### src/rtl/ccd_queue.sv
// Clock-domain-crossing request queue: buffers fast-side memory requests and
// replays them one at a time on a slow side driven by a clock enable.
module ccd_queue #(
    parameter int clock_rate = 4,
    parameter int fifo_depth = 4
) (
    input  logic        clock,
    input  logic        reset,
    input  logic        memory_valid,
    input  logic        memory_instr,
    input  logic [31:0] memory_addr,
    input  logic [31:0] memory_wdata,
    input  logic [3:0]  memory_wstrb,
    output logic [31:0] memory_rdata,
    output logic        memory_ready,
    output logic        memory_full,
    output logic        memory_overflow,
    output logic        memory_slow_tick,
    output logic        memory_slow_valid,
    output logic        memory_slow_instr,
    output logic [31:0] memory_slow_addr,
    output logic [31:0] memory_slow_wdata,
    output logic [3:0]  memory_slow_wstrb,
    input  logic [31:0] memory_slow_rdata,
    input  logic        memory_slow_ready
);

    // state | meaning
    // IDLE  | no slow transaction outstanding
    // ISSUE | issue register presented on the slow port until the next tick
    // WAIT  | request taken, waiting for slow_ready on a tick

    localparam int CW = (clock_rate > 1) ? $clog2(clock_rate) : 1;
    localparam int PW = $clog2(fifo_depth);
    localparam int EW = 69;
    localparam logic [CW-1:0] CNT_LAST = CW'(clock_rate - 1);
    localparam logic [PW:0]   DEPTH    = (PW + 1)'(fifo_depth);

    typedef enum logic [1:0] {
        IDLE  = 2'd0,
        ISSUE = 2'd1,
        WAIT  = 2'd2
    } state_t;

    state_t          state_q, state_d;
    logic [CW-1:0]   cnt_q, cnt_d;
    logic [PW-1:0]   wr_ptr_q, wr_ptr_d;
    logic [PW-1:0]   rd_ptr_q, rd_ptr_d;
    logic [PW:0]     count_q, count_d;
    logic [EW-1:0]   fifo_q [fifo_depth];
    logic [EW-1:0]   iss_q, iss_d;
    logic            ovf_q, ovf_d;
    logic            rdy_q, rdy_d;
    logic [31:0]     rdata_q, rdata_d;

    logic            tick;
    logic            full;
    logic            empty;
    logic            push;
    logic            pop;
    logic            done;
    logic [EW-1:0]   push_entry;

    assign tick       = (cnt_q == CNT_LAST);
    assign full       = (count_q == DEPTH);
    assign empty      = (count_q == '0);
    assign push       = memory_valid && !full;
    assign push_entry = {memory_instr, memory_addr, memory_wdata, memory_wstrb};

    always_comb begin
        state_d = state_q;
        pop     = 1'b0;
        done    = 1'b0;
        case (state_q)
            IDLE: begin
                if (tick && !empty) begin
                    pop     = 1'b1;
                    state_d = ISSUE;
                end
            end
            ISSUE, WAIT: begin
                if (tick) begin
                    if (memory_slow_ready) begin
                        done = 1'b1;
                        if (!empty) begin
                            pop     = 1'b1;
                            state_d = ISSUE;
                        end else begin
                            state_d = IDLE;
                        end
                    end else begin
                        state_d = WAIT;
                    end
                end
            end
            default: state_d = IDLE;
        endcase
    end

    always_comb begin
        cnt_d    = tick ? '0 : cnt_q + CW'(1);
        wr_ptr_d = push ? wr_ptr_q + PW'(1) : wr_ptr_q;
        rd_ptr_d = pop ? rd_ptr_q + PW'(1) : rd_ptr_q;
        case ({push, pop})
            2'b10:   count_d = count_q + (PW + 1)'(1);
            2'b01:   count_d = count_q - (PW + 1)'(1);
            default: count_d = count_q;
        endcase
        iss_d   = pop ? fifo_q[rd_ptr_q] : iss_q;
        // A pop this cycle never frees room for a request arriving this cycle.
        ovf_d   = ovf_q | (memory_valid & full);
        rdy_d   = done;
        rdata_d = done ? memory_slow_rdata : 32'd0;
    end

    always_ff @(posedge clock) begin
        if (!reset) begin
            state_q  <= IDLE;
            cnt_q    <= '0;
            wr_ptr_q <= '0;
            rd_ptr_q <= '0;
            count_q  <= '0;
            iss_q    <= '0;
            ovf_q    <= 1'b0;
            rdy_q    <= 1'b0;
            rdata_q  <= 32'd0;
        end else begin
            state_q  <= state_d;
            cnt_q    <= cnt_d;
            wr_ptr_q <= wr_ptr_d;
            rd_ptr_q <= rd_ptr_d;
            count_q  <= count_d;
            iss_q    <= iss_d;
            ovf_q    <= ovf_d;
            rdy_q    <= rdy_d;
            rdata_q  <= rdata_d;
        end
    end

    // Storage needs no reset: an entry is never read before it is written.
    always_ff @(posedge clock) begin
        if (push) begin
            fifo_q[wr_ptr_q] <= push_entry;
        end
    end

    always_comb begin
        memory_slow_tick  = tick;
        memory_slow_valid = 1'b0;
        memory_slow_instr = 1'b0;
        memory_slow_addr  = 32'd0;
        memory_slow_wdata = 32'd0;
        memory_slow_wstrb = 4'd0;
        if (state_q == ISSUE) begin
            memory_slow_valid = 1'b1;
            memory_slow_instr = iss_q[68];
            memory_slow_addr  = iss_q[67:36];
            memory_slow_wdata = iss_q[35:4];
            memory_slow_wstrb = iss_q[3:0];
        end
    end

    assign memory_ready    = rdy_q;
    assign memory_rdata    = rdata_q;
    assign memory_full     = full;
    assign memory_overflow = ovf_q;

endmodule

### config.mk
export PLATFORM = sky130hd
export DESIGN_NAME = ccd_queue
export DESIGN_NICKNAME = d
export VERILOG_FILES = /design/src/rtl/ccd_queue.sv
export SDC_FILE = /design/constraint.sdc
export NUM_CORES = 1
export LEC_CHECK = 0
export ABC_AREA = 1
export CELL_PAD_IN_SITES_DETAIL_PLACEMENT = 1
export CELL_PAD_IN_SITES_GLOBAL_PLACEMENT = 1
export CORE_MARGIN = 2
export CORE_UTILIZATION = 45
export CTS_CLUSTER_SIZE = 14
export DETAILED_ROUTE_END_ITERATION = 8
export GPL_TIMING_DRIVEN = 1
export PLACE_DENSITY_LB_ADDON = 0.1
export SYNTH_ARGS = -nofsm -noshare
export SYNTH_HDL_FRONTEND = slang
export SYNTH_SLANG_ARGS = --single-unit
### constraint.sdc
create_clock -name clock -period 11 [get_ports clock]
set_clock_uncertainty 0.05 [all_clocks]
set_input_delay 1.1 -clock clock [delete_from_list [all_inputs] [get_ports clock]]
set_output_delay 1.1 -clock clock [all_outputs]
set_load 0.03 [all_outputs]
# Word level (Yosys, flattened, before mapping)
# Memory sizes are Yosys's and may differ from the RTL's. A register that Yosys moved wholly into a read port is not among the register bits.
# Index checks and enable logic that the tools add are counted.
# W data, S select, Z words.
dict set report totals {
  register_bits 45
  mem_bits_rw 276
  output_inout_bits 106
  n_memories 1
}
dict set report classes {
  add_sub_neg 5
  n_eq_ne 8
  mux 21
  bitwise 3
  reduce_logical 12
}
# memory words word_bits rd rd_clocked_by_memory_dff write_ports line_no
set memory_table {}
lappend memory_table {fifo_q 4 69 1 1 1 50} ;# logic [EW-1:0] fifo_q [fifo_depth];
# op count
set op_table {}
lappend op_table {{$mux W32} 2}
lappend op_table {{$mux W1} 12}
lappend op_table {{$add A2 B1 Y2 const B} 3}
lappend op_table {{$eq A2 B2 Y1 const B} 3}
lappend op_table {{$mux W2} 3}
lappend op_table {{$pmux W3 S2} 1}
lappend op_table {{$eq A2 B1 Y1 const B} 2}
lappend op_table {{$mux W4} 1}
lappend op_table {{$ne A2 B2 Y1 const B} 2}
lappend op_table {{$pmux W2 S2} 1}
lappend op_table {{$reduce_and A2 Y1} 2}
lappend op_table {{$reduce_or A2 Y1} 2}
lappend op_table {{$add A3 B1 Y3 const B} 1}
lappend op_table {{$eq A3 B3 Y1 const B} 1}
lappend op_table {{$logic_not A1 Y1} 3}
lappend op_table {{$logic_not A3 Y1} 1}
lappend op_table {{$sub A3 B1 Y3 const B} 1}
lappend op_table {{$logic_and A1 B1 Y1} 2}
lappend op_table {{$logic_not A2 Y1} 1}
lappend op_table {{$pmux W1 S2} 1}
lappend op_table {{$reduce_bool A2 Y1} 1}
lappend op_table {{$and A1 B1 Y1} 1}
lappend op_table {{$not A1 Y1} 1}
lappend op_table {{$or A1 B1 Y1} 1}

# Logic depth before layout (Yosys ltp)
dict set report logic_depth {
  depth_word 7
  depth_mapped 14
  mapped_depth_nobuf 14
}

# Least setup slack after synthesis
# Ideal clock, no wire load.
dict set report synth_timing {
  path_kind {in2reg}
  start {input memory_valid}
  end {memory fifo_q[0][0] (enable)}
  setup_time_ns 0.497
  arrival_ns 4.156
  setup_slack_ns 6.297
  cell_stages 2
  cell_sequence {nand2_1 -> nor2_1}
}
dict set report synth_between {
  elab_chain_len 3
}
# item line_no
set synth_lines {}
lappend synth_lines {{from (decl)} 9} ;# input logic memory_valid,
lappend synth_lines {{$logic_and A1 B1 Y1} 67} ;# assign push = memory_valid && !full;
lappend synth_lines {{$mux W1} 142} ;# if (push) begin
lappend synth_lines {{$mux W1 (implied by the code)} 143} ;# fifo_q[wr_ptr_q] <= push_entry;
lappend synth_lines {{to (decl)} 50}
# Every way passes these cells.

# Final worst setup path
dict set report layout_timing {
  start {register state_q[0]}
  end {output memory_slow_wdata[11]}
}
dict set report layout_between {
  elab_chain_len 2
}
# item line_no
set layout_lines {}
lappend layout_lines {{from (decl)} 45} ;# state_t state_q, state_d;
lappend layout_lines {{from (signal assigned)} 128} ;# state_q <= state_d;
lappend layout_lines {{$eq A2 B1 Y1} 154} ;# if (state_q == ISSUE) begin
lappend layout_lines {{$mux W32} 154}
lappend layout_lines {{to (decl)} 22} ;# output logic [31:0] memory_slow_wdata,
# Every way passes these cells.

==> impl_metrics.env <==
export IMPL_crit_fanout=70
export IMPL_setup_viol=0
export IMPL_num_rows=69
export IMPL_ir_drop_uv=95.8
export IMPL_hp_class="reg -> reg"
export IMPL_drv_slew=0
export IMPL_critPathKind="reg -> out"
export IMPL_post_place_ws_ns=7.02
export IMPL_wl_per_cell_um=15.7
export IMPL_p_leak_nw=9.14
export IMPL_ys_seq_elements=390
export IMPL_viasPerCell=4.68
export IMPL_rsz0062_at_grt="no"
export IMPL_nNetsFinal=2154
export IMPL_cts_buffers=42
export IMPL_die_h_um=195
export IMPL_root_buffer="clkbuf_16"
export IMPL_final_hold_violation_count=0
export IMPL_drt_iter0_markers=543
export IMPL_maxCapViolations=0
export IMPL_place_gp_congestion=0.703
export IMPL_cts_tree="done"
export IMPL_finalSetupTns_ns=0
export IMPL_multi_input_area_sq_um=4160
export IMPL_postLayoutSetupSlackWorst_ns=7.00
export IMPL_nFillCells=4107
export IMPL_cp_data_arrival_time_ns=2.85
export IMPL_use_met2=0.388
export IMPL_tightest_slew_ns=1.06
export IMPL_finalPower_mw=3.32
export IMPL_antenna_found_initial=6
export IMPL_portBuffers=210
export IMPL_synth_area_leaders="edfxtp_1 (51%), dfxtp_1 (14%), nand2_1 (13%), nor2_1 (10%), inv_1 (7.5%)"
export IMPL_clk_path_buf_depth=3
export IMPL_synth_area_leader_cell="edfxtp_1"
export IMPL_synth_top_area_frac=0.507
export IMPL_start_util=0.459
export IMPL_yosysUniqueCellTypes=25
export IMPL_max_slew_margin_rel=0.294
export IMPL_powerDensity_nw_per_um2=165
export IMPL_htreeDepth=2
export IMPL_die_w_um=195
export IMPL_grt_pass1_vias=12600
export IMPL_seq_area_frac_synth=0.646
export IMPL_drc=0
export IMPL_cts_resized=0
export IMPL_dp_hpwl_mm=24.0
export IMPL_fin_crit_sh=0.363
export IMPL_synth_warnings=0
export IMPL_slowest_delay_ns=0.82
export IMPL_die_area_sq_um=37900
export IMPL_worstPathRequired_ns=9.85
export IMPL_cts_sinks=390
export IMPL_postCtsSetupRepairBufs=0
export IMPL_cp_start_kind="flip-flop"
export IMPL_ios=211
export IMPL_seqCellArea_sq_um=10600
export IMPL_grt_usage=0.213
export IMPL_syn_area_sq_um=16400
export IMPL_dr_pass1_iters=4
export IMPL_cts_hold_buf=0
export IMPL_synthesis_nets=1970
export IMPL_clock_latency_ns=0.52
export IMPL_drive_gt1_frac=0.0439
export IMPL_grt_max_degree=103
export IMPL_grt_pass1_wl_mm=64.2
export IMPL_cp_slowest_cell="ha_4"
export IMPL_status="finished, final reports clean"
export IMPL_top_usage_layer="met2"
export IMPL_syn_inst=1855
export IMPL_period_needed_ns=4.00
export IMPL_routed_wl_mm=39.8
export IMPL_end_kind="output pin"
export IMPL_coreArea_sq_um=35700
export IMPL_num_vias=11900
export IMPL_grtUsageMet1=0.254
export IMPL_clk_pin_slew_worst_paths_ns=0.06
export IMPL_use_met3=0.0508
export IMPL_worstPathCellList="ha_4 > nand2_1 > inv_1 > clkdlybuf4s50_1"
export IMPL_syn2layout_area_growth_pct=23.1
export IMPL_ant_nets=0
export IMPL_overflow=0
export IMPL_max_freq_ghz=0.250
export IMPL_avgSynthCellArea_sq_um=8.82
## registers in the layout, summed over array words and instances, names as in the netlist
signal,count
cnt_q,2
count_q,3
fifo_q,276
iss_q,69
memory_overflow,1
memory_rdata,32
memory_ready,1
rd_ptr_q,2
state_q,2
wr_ptr_q,2
## placed cells by master, fill, tap and decap left out
cell type,instances
clkdlybuf4s50_1,209
clkinv_4,1
edfxtp_1,276
dfxtp_4,2
ha_1,8
fa_1,1
nor2_2,1
dfxtp_1,112
o21a_1,1
diode_2,3
clkinvlp_4,1
a21oi_1,8
nor2_1,446
o21ai_0,7
inv_1,328
nor3_2,1
nand2_1,563
bufinv_16,5
clkbuf_16,43
clkbuf_8,3
clkinv_1,4
nand2_4,1
inv_2,2
clkbuf_1,8
nor3_1,1
and3_1,1
o21bai_1,1
inv_6,1
nor2_4,4
ha_4,1
xor2_1,1
a21oi_2,2
clkinv_2,11
o211ai_1,2
buf_4,12
nand3_1,3
## worst max-delay path, delay by kind of cell, from the launching register on
kind	cells	cell delay (ns)
simple gates	1	0.25
flops	1	0.43
fa+ha+maj	1	0.82
buf+inv	2	0.80
## final timing paths
check                           startpoint               endpoint  depth (start not counted)  slack, ns
worst min register to register    cnt_q[0]               cnt_q[0]                          1       0.39
worst max register to register  state_q[0]              iss_q[66]                          9       8.06
worst min-delay path              cnt_q[0]               cnt_q[0]                          1       0.39
worst max-delay path            state_q[0]  memory_slow_wdata[11]                          4       7.00
## synthesized netlist by cell type
master / number
inv_2: 3
nand3_1: 3
inv_1: 328
clkbuf_1: 30
buf_6: 7
nand2_2: 1
a21oi_1: 8
a21oi_2: 2
and3_1: 1
buf_2: 37
nand2_1: 563
nor3_1: 1
o21ai_0: 7
nor2_2: 1
ha_1: 9
buf_4: 7
o21a_1: 1
dfxtp_1: 114
nor3_2: 1
o21bai_1: 1
o211ai_1: 2
edfxtp_1: 276
nor2_1: 450
xor2_1: 1
fa_1: 1
## cell families (layout without fill, tap and decap cells)
| family | count (synthesis) | in the layout | synth area share |
|---|---|---|---|
| compound gates | 21 | 21 | 0.00750 |
| simple gates | 1021 | 1021 | 0.235 |
| fa+ha+maj | 10 | 10 | 0.00811 |
| buf+inv | 412 | 628 | 0.102 |
| other cells | 0 | 3 | 0 |
| xor+xnor | 1 | 1 | 0.000536 |
| flops | 390 | 390 | 0.646 |
## layer usage
| layer | share of wire | vias to the layer above |
|---|---|---|
| met4 | 0.016 | 6 |
| li1 | - | 5887 |
| met3 | 0.058 | 60 |
| met5 | 0.0011 | - |
| met1 | 0.42 | 5682 |
| met2 | 0.50 | 219 |
## where the power goes
part | switching, mW | total (mW) | internal, mW | leakage, nW
Clock | 0.556 | 1.41 | 0.854 | 0.686
Combinational | 0.153 | 0.239 | 0.0861 | 4.99
Sequential | 0.0259 | 1.67 | 1.64 | 3.46
## area by class of cell
cell class	count	area share
Sequential cell	390	0.525
Clock buffer	54	0.0570
Inverter	331	0.0618
Timing Repair Buffer	221	0.108
Antenna cell	3	0.000373
Tap cell	461	0.0286
Clock inverter	22	0.0119
Multi-Input combinational cell	1053	0.207
## through the flow
step | hold WS, ns | cells | area (sq um) | util
2_1_floorplan | 0.357 | 1855 | 16400 | -
3_3_place_gp | 0.369 | 2456 | 18700 | 0.526
3_5_place_dp | 0.382 | 2456 | 18700 | 0.526
4_1_cts | 0.390 | 2532 | 20100 | 0.565
5_1_grt | 0.398 | 2533 | 20100 | 0.565
6_report | 0.394 | 2535 | 20100 | 0.565
Note: power is estimated with default switching activity, not from simulation.
